$ cat src/rtl/control_alu_md.sv
// EX-stage ALU control: instruction decode plus a multi-cycle MULT/DIV sequencer
// that owns the architectural HI/LO registers and the pipeline stall.
//
// state | meaning
// ------+---------------------------------------------------------------
// IDLE  | no mul/div in flight; launches mul/div, accepts MTHI/MTLO
// MUL   | shift-add multiply, one multiplier bit per cycle
// DIV   | restoring divide, one quotient bit per cycle
// DONE  | result in HI/LO; held here while i_Hold so it cannot relaunch
module control_alu_md #(
  parameter int NB_DATA      = 32,
  parameter int ANBITS       = 6,
  parameter int NBITSCONTROL = 2,
  parameter int ALUOP        = 4
) (
  input  logic                    i_clk,
  input  logic                    i_reset,
  input  logic                    i_Valid,
  input  logic                    i_Hold,
  input  logic [ANBITS-1:0]       i_Funct,
  input  logic [ANBITS-1:0]       i_Opcode,
  input  logic [NBITSCONTROL-1:0] i_ALUOp,
  input  logic [NB_DATA-1:0]      i_RS,
  input  logic [NB_DATA-1:0]      i_RT,
  output logic [ALUOP-1:0]        o_ALUOp,
  output logic                    o_Illegal,
  output logic [1:0]              o_HiLoSel,
  output logic                    o_Stall,
  output logic [NB_DATA-1:0]      o_HI,
  output logic [NB_DATA-1:0]      o_LO
);

  localparam int CW = $clog2(NB_DATA + 1);

  localparam logic [ANBITS-1:0] F_SLL   = 6'b000000;
  localparam logic [ANBITS-1:0] F_SRL   = 6'b000010;
  localparam logic [ANBITS-1:0] F_SRA   = 6'b000011;
  localparam logic [ANBITS-1:0] F_MFHI  = 6'b010000;
  localparam logic [ANBITS-1:0] F_MTHI  = 6'b010001;
  localparam logic [ANBITS-1:0] F_MFLO  = 6'b010010;
  localparam logic [ANBITS-1:0] F_MTLO  = 6'b010011;
  localparam logic [ANBITS-1:0] F_MULT  = 6'b011000;
  localparam logic [ANBITS-1:0] F_MULTU = 6'b011001;
  localparam logic [ANBITS-1:0] F_DIV   = 6'b011010;
  localparam logic [ANBITS-1:0] F_DIVU  = 6'b011011;
  localparam logic [ANBITS-1:0] F_ADD   = 6'b100000;
  localparam logic [ANBITS-1:0] F_ADDU  = 6'b100001;
  localparam logic [ANBITS-1:0] F_SUB   = 6'b100010;
  localparam logic [ANBITS-1:0] F_SUBU  = 6'b100011;
  localparam logic [ANBITS-1:0] F_AND   = 6'b100100;
  localparam logic [ANBITS-1:0] F_OR    = 6'b100101;
  localparam logic [ANBITS-1:0] F_XOR   = 6'b100110;
  localparam logic [ANBITS-1:0] F_NOR   = 6'b100111;
  localparam logic [ANBITS-1:0] F_SLT   = 6'b101010;
  localparam logic [ANBITS-1:0] F_SLTU  = 6'b101011;

  localparam logic [ANBITS-1:0] OP_SLTI  = 6'b001010;
  localparam logic [ANBITS-1:0] OP_SLTIU = 6'b001011;
  localparam logic [ANBITS-1:0] OP_ANDI  = 6'b001100;
  localparam logic [ANBITS-1:0] OP_ORI   = 6'b001101;
  localparam logic [ANBITS-1:0] OP_XORI  = 6'b001110;
  localparam logic [ANBITS-1:0] OP_LUI   = 6'b001111;

  typedef enum logic [1:0] {
    IDLE = 2'b00,
    MUL  = 2'b01,
    DIV  = 2'b10,
    DONE = 2'b11
  } state_t;

  state_t state, state_next;

  logic [CW-1:0]          count;
  logic [2*NB_DATA-1:0]   acc;
  logic [NB_DATA-1:0]     opnd;
  logic                   neg_q;
  logic                   neg_r;
  logic                   div_zero;

  logic is_r, is_mul, is_div, is_md, is_hilo, signed_op;
  logic is_mthi, is_mtlo, launch, last_step;

  // ---------------- decode ----------------
  always_comb begin
    o_ALUOp   = 4'b1111;
    o_Illegal = 1'b1;
    o_HiLoSel = 2'b00;
    case (i_ALUOp)
      2'b00: begin o_ALUOp = 4'b0010; o_Illegal = 1'b0; end
      2'b01: begin o_ALUOp = 4'b0110; o_Illegal = 1'b0; end
      2'b10: begin
        o_Illegal = 1'b0;
        case (i_Funct)
          F_ADD, F_ADDU:                  o_ALUOp = 4'b0010;
          F_SUB, F_SUBU:                  o_ALUOp = 4'b0110;
          F_AND:                          o_ALUOp = 4'b0000;
          F_OR:                           o_ALUOp = 4'b0001;
          F_NOR:                          o_ALUOp = 4'b1100;
          F_XOR:                          o_ALUOp = 4'b1101;
          F_SLT:                          o_ALUOp = 4'b0111;
          F_SLTU:                         o_ALUOp = 4'b1000;
          F_SLL:                          o_ALUOp = 4'b0011;
          F_SRL:                          o_ALUOp = 4'b0100;
          F_SRA:                          o_ALUOp = 4'b0101;
          F_MULT, F_MULTU, F_DIV, F_DIVU,
          F_MTHI, F_MTLO:                 o_ALUOp = 4'b0010;
          F_MFHI: begin o_ALUOp = 4'b0010; o_HiLoSel = 2'b01; end
          F_MFLO: begin o_ALUOp = 4'b0010; o_HiLoSel = 2'b10; end
          default: begin o_ALUOp = 4'b1111; o_Illegal = 1'b1; end
        endcase
      end
      default: begin
        o_Illegal = 1'b0;
        case (i_Opcode)
          OP_SLTI:  o_ALUOp = 4'b0111;
          OP_ANDI:  o_ALUOp = 4'b0000;
          OP_ORI:   o_ALUOp = 4'b0001;
          OP_XORI:  o_ALUOp = 4'b1101;
          OP_SLTIU: o_ALUOp = 4'b1000;
          OP_LUI:   o_ALUOp = 4'b1001;
          default: begin o_ALUOp = 4'b1111; o_Illegal = 1'b1; end
        endcase
      end
    endcase
  end

  assign is_r      = (i_ALUOp == 2'b10);
  assign is_mul    = is_r & ((i_Funct == F_MULT) | (i_Funct == F_MULTU));
  assign is_div    = is_r & ((i_Funct == F_DIV)  | (i_Funct == F_DIVU));
  assign is_md     = is_mul | is_div;
  assign is_mthi   = is_r & (i_Funct == F_MTHI);
  assign is_mtlo   = is_r & (i_Funct == F_MTLO);
  assign is_hilo   = is_mthi | is_mtlo | (is_r & ((i_Funct == F_MFHI) | (i_Funct == F_MFLO)));
  assign signed_op = (i_Funct == F_MULT) | (i_Funct == F_DIV);
  assign launch    = (state == IDLE) & i_Valid & is_md;
  assign last_step = (count == CW'(1));

  // ---------------- FSM ----------------
  always_ff @(posedge i_clk or negedge i_reset) begin
    if (!i_reset) state <= IDLE;
    else          state <= state_next;
  end

  always_comb begin
    state_next = state;
    o_Stall    = 1'b0;
    case (state)
      IDLE: if (launch) state_next = is_mul ? MUL : DIV;
      MUL:  if (last_step) state_next = DONE;
      DIV:  if (last_step) state_next = DONE;
      DONE: if (!i_Hold) state_next = IDLE;
      default: state_next = IDLE;
    endcase
    if (i_Valid & is_md & (state != DONE))
      o_Stall = 1'b1;
    if (i_Valid & is_hilo & ((state == MUL) | (state == DIV)))
      o_Stall = 1'b1;
  end

  // ---------------- iteration datapath ----------------
  logic              a_neg, b_neg;
  logic [NB_DATA-1:0] a_mag, b_mag;
  logic [NB_DATA:0]   mul_sum;
  logic [2*NB_DATA-1:0] mul_next, mul_res;
  logic               div_ge;
  logic [NB_DATA-1:0] div_diff, rem_next, quo_next, quo_res, rem_res;

  assign a_neg = signed_op & i_RS[NB_DATA-1];
  assign b_neg = signed_op & i_RT[NB_DATA-1];
  assign a_mag = a_neg ? -i_RS : i_RS;
  assign b_mag = b_neg ? -i_RT : i_RT;

  // acc = {partial product, remaining multiplier} for MUL, {remainder, dividend/quotient} for DIV
  assign mul_sum  = {1'b0, acc[2*NB_DATA-1:NB_DATA]} + (acc[0] ? {1'b0, opnd} : '0);
  assign mul_next = {mul_sum, acc[NB_DATA-1:1]};
  assign mul_res  = neg_q ? -mul_next : mul_next;

  // While the remainder stays below the divisor the low-bit subtraction is exact whenever div_ge holds
  assign div_ge   = {acc[2*NB_DATA-1:NB_DATA], acc[NB_DATA-1]} >= {1'b0, opnd};
  assign div_diff = {acc[2*NB_DATA-2:NB_DATA], acc[NB_DATA-1]} - opnd;
  assign rem_next = div_ge ? div_diff : {acc[2*NB_DATA-2:NB_DATA], acc[NB_DATA-1]};
  assign quo_next = {acc[NB_DATA-2:0], div_ge};
  assign quo_res  = div_zero ? '1 : (neg_q ? -quo_next : quo_next);
  assign rem_res  = neg_r ? -rem_next : rem_next;

  always_ff @(posedge i_clk or negedge i_reset) begin
    if (!i_reset) begin
      count    <= '0;
      acc      <= '0;
      opnd     <= '0;
      neg_q    <= 1'b0;
      neg_r    <= 1'b0;
      div_zero <= 1'b0;
      o_HI     <= '0;
      o_LO     <= '0;
    end else begin
      case (state)
        IDLE: begin
          if (launch) begin
            count    <= CW'(NB_DATA);
            acc      <= {{NB_DATA{1'b0}}, a_mag};
            opnd     <= b_mag;
            neg_q    <= a_neg ^ b_neg;
            neg_r    <= a_neg;
            div_zero <= (i_RT == '0);
          end else if (i_Valid & is_mthi) begin
            o_HI <= i_RS;
          end else if (i_Valid & is_mtlo) begin
            o_LO <= i_RS;
          end
        end
        MUL: begin
          count <= count - 1'b1;
          acc   <= mul_next;
          if (last_step) {o_HI, o_LO} <= mul_res;
        end
        DIV: begin
          count <= count - 1'b1;
          acc   <= {rem_next, quo_next};
          if (last_step) begin
            o_HI <= rem_res;
            o_LO <= quo_res;
          end
        end
        default: ;
      endcase
    end
  end

endmodule

$ cat config.mk
export PLATFORM = sky130hd
export DESIGN_NAME = control_alu_md
export DESIGN_NICKNAME = d
export VERILOG_FILES = /design/src/rtl/control_alu_md.sv
export SDC_FILE = /design/constraint.sdc
export NUM_CORES = 1
export LEC_CHECK = 0
export CAP_MARGIN = 20
export CORE_ASPECT_RATIO = 0.6
export CORE_MARGIN = 2
export CORE_UTILIZATION = 45
export CTS_BUF_LIST = sky130_fd_sc_hd__clkbuf_4 sky130_fd_sc_hd__clkbuf_8
export CTS_CLUSTER_DIAMETER = 100
export DETAILED_ROUTE_END_ITERATION = 10
export GPL_ROUTABILITY_DRIVEN = 0
export HOLD_SLACK_MARGIN = 0.02
export PLACE_DENSITY = 0.68
export SLEW_MARGIN = 20
export SYNTH_ARGS = -nofsm -noshare
export SYNTH_HDL_FRONTEND = slang
export SYNTH_SLANG_ARGS = --single-unit
$ cat constraint.sdc
create_clock -name i_clk -period 9.2 [get_ports i_clk]
set_input_delay 2.3 -clock i_clk [delete_from_list [all_inputs] [get_ports i_clk]]
set_output_delay 2.3 -clock i_clk [all_outputs]
set_load 0.1 [all_outputs]
# Yosys cells after proc, flatten, opt, wreduce, memory -nomap -nowiden
# Cells that the tools add are included.
classes:
  n_addsub: 8
  n_lt_le_gt_ge: 1
  eq_ne: 42
  muxes: 38
  n_bitwise: 24
  reduce_logical: 18
ops:
  columns: ["op", "count"]
  rows:
  - ["32-bit 2-to-1 mux", 16]
  - ["32-bit one-hot mux with 3 select lines", 2]
  - ["64-bit one-hot mux with 3 select lines", 1]
  - ["64-bit 2-to-1 mux", 2]
  - ["32-bit negator", 4]
  - ["64-bit negator", 1]
  - ["6-bit == test (second input constant)", 10]
  - ["6-bit by 5-bit == test with 1-bit output (second input constant)", 8]
  - ["4-bit one-hot mux with 11 select lines", 1]
  - ["6-bit by 4-bit == test with 1-bit output (second input constant)", 6]
  - ["32-bit by 32-bit adder with 33-bit output", 1]
  - ["33-bit by 32-bit greater-or-equal comparator with 1-bit output", 1]
  - ["32-bit logical NOT", 1]
  - ["32-bit subtractor", 1]
  - ["4-bit one-hot mux with 6 select lines", 1]
  - ["21-bit OR reduction", 1]
  - ["1-bit bitwise AND", 15]
  - ["2-bit != test (second input constant)", 7]
  - ["6-bit by 2-bit == test with 1-bit output (second input constant)", 2]
  - ["4-bit one-hot mux with 3 select lines", 1]
  - ["6-bit one-hot mux with 2 select lines", 1]
  - ["2-bit 2-to-1 mux", 5]
  - ["10-bit OR reduction", 1]
  - ["1-bit OR", 8]
  - ["21 further kinds", 34]
totals:
  register_bits: 171
  inputBits: 82
  output_inout_bits: 72
  elab_cells: 140

# Logic depth before layout (Yosys ltp)
logic_depth:
  depth_word: 8
  ltp_mapped: 21
  ltp_nobuf: 17

# Worst setup path after synthesis
# Ideal clock, no wire load.
synth_path:
  path_type: "input port to output port"
  startpoint: "input port i_Funct[3]"
  endpoint: "output port o_ALUOp[1]"
  arrival_time_ps: 5117
  t_required_ps: 6900
  path_slack_ps: 1783
  path_stages: 6
  path_buffers: 1
  path_cell_list: "clkbuf_1 > o21ai_0 > and3_1 > a31oi_1 > nor3_1 > o21ai_0"
synth_via:
  elab_chain_cells: 4
  word_cells_on_any_way: 25
  classes_between: "eq/ne (20); mux (2); reduce/logical (3)"
synth_rtl:
  columns: ["item", "line_no", "text"]
  rows:
  - ["start, declared", "20", "input logic [ANBITS-1:0] i_Funct,"]
  - ["6-bit by 5-bit == test with 1-bit output or 6-bit == test (tied branches)", "93", "case (i_Funct)"]
  - ["10-bit OR reduction (no line) or 2-bit OR reduction (tied branches)", null, null]
  - ["4-bit one-hot mux with 11 select lines *", "93", null]
  - ["4-bit one-hot mux with 3 select lines *", "88", "case (i_ALUOp)"]
  - ["end, declared", "25", "output logic [ALUOP-1:0] o_ALUOp,"]
# Every way passes the cells marked *; elsewhere a longest branch is shown, timed or not.

# Worst setup path in the final report
layout_path:
  startpoint: "input port i_Funct[5]"
  endpoint: "output port o_Stall"
layout_via:
  elab_chain_cells: 8
  word_cells_on_any_way: 25
  classes_between: "eq/ne (8); mux (2); bitwise (15)"
layout_rtl:
  columns: ["item", "line_no", "text"]
  rows:
  - ["6-bit by 5-bit == test with 1-bit output, on equally long branches", "128, 129", null]
  - ["1-bit OR, on equally long branches", "128, 129", null]
  - ["1-bit bitwise AND, on equally long branches", "128, 129", null]
  - ["1-bit OR", "130", "assign is_md = is_mul | is_div;"]
  - ["1-bit bitwise AND (2 in series)", "154", "if (i_Valid & is_md & (state != DONE))"]
  - ["1-bit 2-to-1 mux", "154", null]
  - ["1-bit 2-to-1 mux *", "156", "if (i_Valid & is_hilo & ((state == MUL) | (state == DIV)))"]
  - ["end, declared", "28", "output logic o_Stall,"]
# Marked as above.

==> metrics.md <==
| Metric | Value |
|---|---|
| Final HPWL DP | about 48000 um |
| Antenna cells | 0 |
| Share of layout cells above drive strength 1 | 0.04840 |
| Final core occ | 0.5091 |
| Routed WL per cell | roughly 22 um |
| Core area | about 39000 sq um |
| Root buf cell | clkbuf_8 |
| Internal | about 2800 uW |
| Arrival time worst endpoint | between 5000 and 6000 ps |
| Final Setup Violations | 0 |
| Overflow after GRT | 0 |
| FF-to-FF setup slack | 2640 ps |
| First-pass GRT wire length | about 100000 um |
| Startpoint types | input port |
| RSZ-0062 raised after global routing | false |
| Yosys reg bits | 171 |
| VDD IR max | around 0.19 mV |
| Post-CTS resize count | 0 |
| Vias per cell | ~6.5 |
| Vias | approximately 19000 |
| CTS tree | built |
| Fin. max-slew vios | 0 |
| Htree depth | 4 |
| Placed cell area | 19300 sq um |
| Pwr dens | about 300 nW/um^2 |
| Status | completed |
| Seq/Total Area, Yosys | 0.2432 |
| Hold_ws | a little under 500 ps |
| Non-filler cells, final | slightly below 3000 |
| Crit path max fanout | 10 |
| Total GRT Usage | 0.3071 |
| Largest net degree at the start of global routing | a little over 70 |
| Vias in the first global route | ~17000 |
| Cell Area, Synth | around 18000 sq um |
| Achievable frequency | roughly 130 MHz |
| Switch share | 0.5266 |
| PortBufs | between 150 and 200 |
| Wirelength, routed | roughly 64000 um |
| Syn. warnings | 0 |
| Max-cap viol count | 0 |
| Commonest non-fill, non-tap cell in the layout | nand2_1 |
| P_sw | about 3200 uW |
| Leak | around 0.0080 uW |
| Syn Area/Cell | between 7 and 8 sq um |
| Post-CTS setup buffers | 0 |
| Combinational Power Share | 0.688 |
| Cells after Synth | ~2400 |
| Clock power share | 0.108 |
| Register share of total power | 0.204 |
| Clk_lat worst skew | roughly 520 ps |
| Clock Pin Slew Worst Setup and Hold Paths | roughly 100 ps |
| Nets | 2585 |
| CTS Sinks | ~170 |
| Worst Tran Pin Value | approximately 1200 ps |
| TNS Setup | 0 ps |
| Min Tclk post-route | 7626 ps |
| Hold buffer count at cts | 0 |
| Die area | approximately 41000 sq um |
| Crit path kind | input port to primary output |
| Yosys cell types | about 80 |
| DR DRC count | 0 |
| Most frequent cells in the layout | nand2_1, o21ai_0, nor2_1 |
| Pre-Repair DR Iteration Count | 7 |
| FP Rows | 56 |
| Max Root-Sink Buffers | 2 |
| Fin crit share | 0.8289 |
| Critical path required time | 6900 ps |
| Chip Width | around 260 um |
| Net Count, Synth | 2571 |
| Placed Cells | between 2000 and 3000 |
| DR iter-0 viols | ~2600 |
| I/O pin total | 154 |
| Slew margin rel. | 0.1784 |
| Post-synth EDFFs | 0 |
| HP Class | flip-flop to flip-flop |
| Starting Density | 0.4532 |
| Ys async rst share | 1.000 |
| Design area | roughly 20000 sq um |
| Most common flop cell mapped by yosys | dfrtp_1 |
| Area grow syn2layout | 12.32% |
| TritonCTS buffer count | 17 |
| Final Hold Vio Count | 0 |
| Crit. End Element | primary output |
| Die H | around 160 um |
| Worst Clk Skew | about 14 ps |
| Initial antenna violation count | 2 |
| Antenna-violating nets left | 0 |
==> worst max-delay path, stage by stage <==
cell             delay (ps)
clkdlybuf4s50_1         550
nand2b_1                290
or3b_2                  500
inv_1                    70
nand2_1                  70
nor2_1                  220
and2_1                  170
clkdlybuf4s50_1        1140
==> area by class of cell <==
type                    count  area (sq um)
inverters                  85         319.1
clock inverters            12         186.4
fillers                  3771         19060
well taps                 522         653.1
multi-input cells        1973         12350
repair buffers            177          1713
clock buffers              20         262.8
flip-flops and latches    171          4280
==> Yosys cell counts, drive strengths merged (6+ instances only) <==
cell | instances | share of area
nor2 | 206 | 0.044
a41oi | 6 | 0.0030
nor2b | 17 | 0.0060
o211ai | 13 | 0.0055
nor3 | 50 | 0.014
o41ai | 10 | 0.0050
nand4 | 17 | 0.0060
dfrtp | 171 | 0.24
a22o | 8 | 0.0040
or4 | 19 | 0.0087
o2111ai | 8 | 0.0040
a211oi | 25 | 0.011
nor3b | 6 | 0.0026
or3 | 37 | 0.014
mux2 | 10 | 0.0064
a211o | 6 | 0.0030
nor4 | 21 | 0.0075
a221oi | 42 | 0.021
o31ai | 55 | 0.023
o22a | 6 | 0.0030
nand2 | 325 | 0.069
and3 | 18 | 0.0064
o21a | 27 | 0.012
xnor2 | 128 | 0.064
a21oi | 170 | 0.048
and2 | 20 | 0.0071
or2 | 17 | 0.0060
clkbuf | 162 | 0.035
a31oi | 42 | 0.015
inv | 85 | 0.018
o21ai | 266 | 0.076
buf | 20 | 0.0049
ha | 76 | 0.054
a21o | 35 | 0.015
xor2 | 63 | 0.031
nand2b | 14 | 0.0050
a21boi | 14 | 0.0060
mux2i | 32 | 0.018
and4 | 9 | 0.0045
a22oi | 47 | 0.020
nand3 | 32 | 0.0091
==> sequential cells by signal (all words and copies together), names as in the netlist <==
name / count
div_zero: 1
o_LO: 32
count: 6
state: 2
neg_q: 1
acc: 64
opnd: 32
neg_r: 1
o_HI: 32
==> stage by stage <==
stage | setup WS, ps | total power (uW)
after floorplan | 1783 | 4253
after global placement | 1738 | 5132
after detailed placement | 1661 | 5219
after CTS | 1662 | 5879
after global routing | 1411 | 6456
final | 1574 | 6014
==> cells by family after synthesis <==
kind of cell,count (synthesis),share of synthesized area
multiplexers,42,0.02461
flip-flops,171,0.2432
buffers and inverters,267,0.05761
adder cells (fa/ha/maj),78,0.05633
XOR/XNOR,191,0.09509
AO/OA/AOI/OAI,839,0.3042
AND/OR/NAND/NOR,823,0.2190
==> power groups by stage <==
stage | clock network [uW] | logic, uW | registers [uW]
global placement | 0 | 3910 | 1220
global route | 686 | 4530 | 1240
floorplan | 0 | 3230 | 1020
finish | 648 | 4140 | 1230
CTS | 653 | 4020 | 1210
detailed placement | 0 | 4000 | 1220
==> path summary, 6_finish.rpt <==
check | from | end | cells past startpoint
max in group asynchronous | i_reset | acc[48] | 2
setup / recovery | i_Funct[5] | o_Stall | 8
hold reg to reg | o_HI[4] | o_HI[4] | 2
setup reg to reg | acc[38] | o_HI[30] | 15
min in group asynchronous | i_reset | acc[36] | 1
hold / removal | o_HI[4] | o_HI[4] | 2
==> routing by layer <==
layer / vias to the layer above / wire (um) / global-route usage
met5: - / 0 / 0
met2: 1183 / 25360 / 0.4267
met1: 9069 / 28790 / 0.4585
met3: 103 / 8265 / 0.08599
li1: 8772 / - / -
met4: 0 / 1343 / 0.08128
Power figures use the tool's default switching activity.
